==> src/rtl/dev_bridge.sv <==
// dev_bridge: CPU-to-device bridge with a three-state access FSM, address decode and error reporting
// for two word-mapped devices, plus level-sampled interrupt pending bits.
module dev_bridge #(
    parameter logic [31:0] DEV0_BASE = 32'h0000_7F00,
    parameter logic [31:0] DEV1_BASE = 32'h0000_7F10,
    parameter int unsigned DEV_SPAN  = 12
) (
    input  logic        clk,
    input  logic        reset,
    input  logic [31:0] PrAddr,
    input  logic [31:0] PrWD,
    input  logic        PrWE,
    input  logic        PrRE,
    output logic [31:0] PrRD,
    output logic        PrReady,
    output logic        PrErr,
    output logic        PrBusy,
    output logic [31:0] DEV_Addr,
    output logic [31:0] DEV_WD,
    output logic        DEV0_WE,
    output logic        DEV1_WE,
    input  logic [31:0] DEV0_RD,
    input  logic [31:0] DEV1_RD,
    input  logic        intrp0,
    input  logic        intrp1,
    input  logic [1:0]  IntClr,
    output logic [5:0]  HWInt
);
    localparam logic [1:0]  IDLE   = 2'd0;
    localparam logic [1:0]  ACCESS = 2'd1;
    localparam logic [1:0]  RESP   = 2'd2;
    localparam logic [31:0] SPAN   = 32'(DEV_SPAN);

    logic [1:0]  state_q, state_d;
    logic [31:0] addr_q, addr_d, wd_q, wd_d, rd_q, rd_d;
    logic        wr_q, wr_d, err_q, err_d, sel_q, sel_d;
    logic [1:0]  pend_q, pend_d;
    logic        accept, hit0, hit1, req_err;

    always_comb begin
        hit0    = PrAddr >= DEV0_BASE && PrAddr <= DEV0_BASE + SPAN - 32'd1;
        hit1    = PrAddr >= DEV1_BASE && PrAddr <= DEV1_BASE + SPAN - 32'd1;
        req_err = !(hit0 || hit1) || PrAddr[1:0] != 2'b00 || (PrWE && PrRE);
        accept  = state_q == IDLE && (PrWE || PrRE);
        state_d = state_q == ACCESS ? RESP : accept ? ACCESS : IDLE;
        addr_d  = accept ? PrAddr : addr_q;
        wd_d    = accept ? PrWD : wd_q;
        wr_d    = accept ? PrWE : wr_q;
        err_d   = accept ? req_err : err_q;
        sel_d   = accept ? hit1 : sel_q;
        // Valid writes leave the read register untouched; errors always zero it.
        rd_d    = (state_q == ACCESS && (err_q || !wr_q)) ?
                  (err_q ? 32'h0 : sel_q ? DEV1_RD : DEV0_RD) : rd_q;
        // Set wins over clear because the live level is ORed in after masking.
        pend_d  = {intrp1, intrp0} | (pend_q & ~IntClr);
    end

    always_ff @(posedge clk or negedge reset) begin
        if (!reset) begin
            state_q <= IDLE;
            addr_q  <= '0;
            wd_q    <= '0;
            rd_q    <= '0;
            wr_q    <= 1'b0;
            err_q   <= 1'b0;
            sel_q   <= 1'b0;
            pend_q  <= '0;
        end else begin
            state_q <= state_d;
            addr_q  <= addr_d;
            wd_q    <= wd_d;
            rd_q    <= rd_d;
            wr_q    <= wr_d;
            err_q   <= err_d;
            sel_q   <= sel_d;
            pend_q  <= pend_d;
        end
    end

    assign PrRD     = rd_q;
    assign PrReady  = state_q == RESP;
    assign PrErr    = state_q == RESP && err_q;
    assign PrBusy   = state_q != IDLE;
    assign DEV_Addr = addr_q;
    assign DEV_WD   = wd_q;
    assign DEV0_WE  = state_q == ACCESS && wr_q && !err_q && !sel_q;
    assign DEV1_WE  = state_q == ACCESS && wr_q && !err_q && sel_q;
    assign HWInt    = {4'b0000, pend_q};
endmodule

==> config.mk <==
export PLATFORM = sky130hd
export DESIGN_NAME = dev_bridge
export DESIGN_NICKNAME = d
export VERILOG_FILES = /design/src/rtl/dev_bridge.sv
export SDC_FILE = /design/constraint.sdc
export NUM_CORES = 1
export LEC_CHECK = 0
export CORE_MARGIN = 3
export CORE_UTILIZATION = 35
export DETAILED_ROUTE_END_ITERATION = 10
export PLACE_DENSITY = 0.75
export SYNTH_ARGS = -nofsm -noshare
export SYNTH_HDL_FRONTEND = slang
export SYNTH_SLANG_ARGS = --single-unit
==> constraint.sdc <==
create_clock -name clk -period 1.6 [get_ports clk]
set_clock_uncertainty 0.15 [all_clocks]
set_input_delay 0.24 -clock clk [delete_from_list [all_inputs] [get_ports clk]]
set_output_delay 0.24 -clock clk [all_outputs]
set_load 0.1 [all_outputs]
==> summary.md <==
| Metric | Value |
|---|---|
| Status | finished, violations left |
| Violated checks | negative setup slack |
| WS Path Type | reg2out |
| Max_cap viols | 0 |
| Setup ws final | -0.286 ns |
| CTS tree | done |
| Setup violations, final | approximately 100 |
| Mapped Avg Cell Area | approximately 14 sq um |
| Unrepaired setup endpoints after global routing | yes |
| Worst min path class | in2async |
| Rel. slew slack | 0.633 |
| Cell area after synthesis | between 4000 and 5000 sq um |
| CP max FO | 4 |
| Dpl hpwl | about 10000 microns |
| Die W | 117 microns |
| Largest net degree at the start of global routing | a little over 60 |
| First-pass GRT wire length | roughly 22000 microns |
| EDFF count, synth | 0 |
| Final clock period utilization by the worst path | 1.18 |
| Yosys Warn Count | 0 |
| WL/cell | just under 20 microns |
| Fillers | 722 |
| Endpoint type of the worst setup path | output pin |
| Clk buf depth | 2 |
| Met2 wire length | 8140 microns |
| Final hold vios | 0 |
| Placed Cells | about 730 |
| Vias in the first global route | 4030 |
| Final #Nets | approximately 740 |
| Initial Util | 0.361 |
| WP data arrival | 1.50 ns |
| Sequential share of the synthesized area | 0.593 |
| Final Max Slew Viols | 0 |
| Die ar. | roughly 14000 sq um |
| Critical Path RT | roughly 1.2 ns |
| CTS Buf Count | 9 |
| Overall Global Routing Usage | 0.200 |
| I/O pin count | ~240 |
| GR Overflow Total | 0 |
| Clk Latency, worst-skew pair | between 0.3 and 0.4 ns |
| Synth Flop Type | dfrtp_1 |
| Via density | about 4.8 |
| Top Metal Used | met4 |
| Tightest Pin Transition | between 0.5 and 0.6 ns |
| Met3 wire len | 1140 microns |
| Peak Freq | approximately 530 MHz |
| Via count | ~3700 |
| Routed WL | 15000 microns |
| Antenna violations before repair | 0 |
| Initial detailed-routing violation count | between 70 and 80 |
| IR drop worst, VDD | between 2000 and 2500 uV |
| Register bit total from synthesis | slightly above 100 |
| DRC | 0 |
| Non-Filler Instances | between 700 and 800 |
| ANT nets after route | 0 |
| Synth-to-layout area growth | 112% |
| Post-route minimum period | 1.89 ns |
| Power per cell area | 2390 nW/um^2 |
| Clock transition at path regs | approximately 0.070 ns |
| H-tree depth | 3 |
| Clock Sinks | slightly above 100 |
| Footprint of the multi-input gates | between 1500 and 2000 sq um |
| Layout cells sized above 1 | 0.456 |
| Die Y | 117 microns |
| I/O Buffers | between 200 and 250 |
| Ant diodes | 0 |
| DRT Pass-1 Iters | 4 |
| Synth cell types | 33 |
| Startpoint types | flop |
| Floorplan Core Area | roughly 12000 sq um |
| Synth Instances | 321 |
| Root buf cell | clkbuf_16 |
| Total Negative Setup Slacks | -18.58 ns |
| Reg area | between 2000 and 3000 sq um |
| WL met1 | between 5000 and 6000 microns |
| Routability cong. | 0.755 |
| P_leak | between 3 and 4 nW |
| Row Count | 40 |
| Ys async rst share | 1.00 |
## worst max-delay path, cell delays in order (launching register included)
cell and delay (ns):
dfrtp_1 0.41, and2b_2 0.25, nor4b_4 0.27, buf_12 0.22
## repair_timing
| action | in CTS | in global routing |
|---|---|---|
| cloned | 4 | 10 |
| endpoints found under the setup margin | 38 | 99 |
| endpoints found under the hold margin | 103 | 0 |
| pin swaps | 2 | 4 |
| resized for setup | 38 | 60 |
| buffers inserted | 10 | 9 |
| hold buffers | 1 | 0 |
## power by group
part           switching [mW]  total (mW)  internal (mW)  leakage (nW)
Sequential              0.964        4.46           3.49          1.27
Combinational            8.82        15.2           6.35          2.51
Clock                   0.977        2.43           1.45         0.158
## metal layers
| metal | track usage | vias to the layer above |
|---|---|---|
| met5 | 0 | - |
| met4 | 0.0586 | 0 |
| met3 | 0.0754 | 20 |
| met2 | 0.352 | 161 |
| met1 | 0.226 | 1853 |
| li1 | - | 1710 |
## cells in the mapped netlist (3+ instances only)
master	instances	area (sq um)
nor4_1	4	25.0
mux2_1	4	45.0
a21o_1	3	22.5
clkbuf_1	4	15.0
inv_1	4	15.0
mux2_2	60	676
o31ai_1	32	240
dfrtp_1	103	2580
buf_6	3	33.8
buf_4	4	30.0
buf_2	13	65.1
mux2i_1	32	320
nand2_1	33	124
## through the flow
stage / utilization / worst slack (ns) / cell area, sq um / hold WS, ns / power, mW
2_1_floorplan: - / -0.466 / 4400 / -0.206 / 12.3
3_3_place_gp: 0.673 / -0.270 / 8120 / 0.0925 / 17.5
3_5_place_dp: 0.673 / -0.301 / 8120 / 0.102 / 17.7
4_1_cts: 0.727 / -0.252 / 8760 / 0.300 / 21.1
5_1_grt: 0.764 / -0.336 / 9210 / 0.313 / 22.7
6_report: 0.764 / -0.286 / 9210 / 0.288 / 22.1
## sequential cells by signal, indices dropped and copies added (netlist names)
register and cells:
pend_q 2, sel_q 1, err_q 1, DEV_WD 32, DEV_Addr 32, wr_q 1, PrRD 32, state_q 2
## layout by cell type (no fill, tap or decap), types with 3 or more instances in the layout
| cell | n |
|---|---|
| dfrtp_1 | 102 |
| clkdlybuf4s50_1 | 134 |
| buf_6 | 11 |
| mux2i_1 | 32 |
| mux2_2 | 33 |
| a21o_1 | 3 |
| o31ai_2 | 13 |
| o31ai_4 | 3 |
| mux2_4 | 31 |
| inv_1 | 3 |
| buf_4 | 18 |
| o31ai_1 | 16 |
| buf_8 | 5 |
| nand2_2 | 11 |
| clkbuf_16 | 15 |
| nor4_1 | 4 |
| conb_1 | 4 |
| nand2_1 | 20 |
| buf_12 | 111 |
| buf_16 | 3 |
## kinds of logic (layout without fill, tap and decap cells)
| group | Yosys count | count (layout) | synth area share |
|---|---|---|---|
| buf+inv | 29 | 310 | 0.0374 |
| compound gates | 42 | 42 | 0.0745 |
| simple gates | 50 | 50 | 0.0552 |
| mux | 96 | 96 | 0.239 |
| other cells | 1 | 4 | 0.000862 |
| flops | 103 | 103 | 0.593 |
## path summary, 6_finish.rpt
kind / start / end / slack [ns] / cells after the start
min: reset / PrRD[21] / 0.29 / 3
max reg2reg: state_q[0] / PrRD[15] / -0.24 / 8
min in group clk: intrp0 / pend_q[0] / 0.32 / 2
min reg2reg: PrRD[5] / PrRD[5] / 0.39 / 2
max: state_q[1] / DEV0_WE / -0.29 / 3
max in group asynchronous: reset / sel_q / 0.68 / 3
## final cells by class
cell class | instances | share of cell area
clock buffers | 11 | 0.0274
clock inverters | 5 | 0.00869
inverters | 5 | 0.00258
multi-input cells | 192 | 0.209
flip-flops and latches | 103 | 0.280
well taps | 168 | 0.0228
repair buffers | 289 | 0.449
Note: power is estimated with default switching activity, not from simulation.
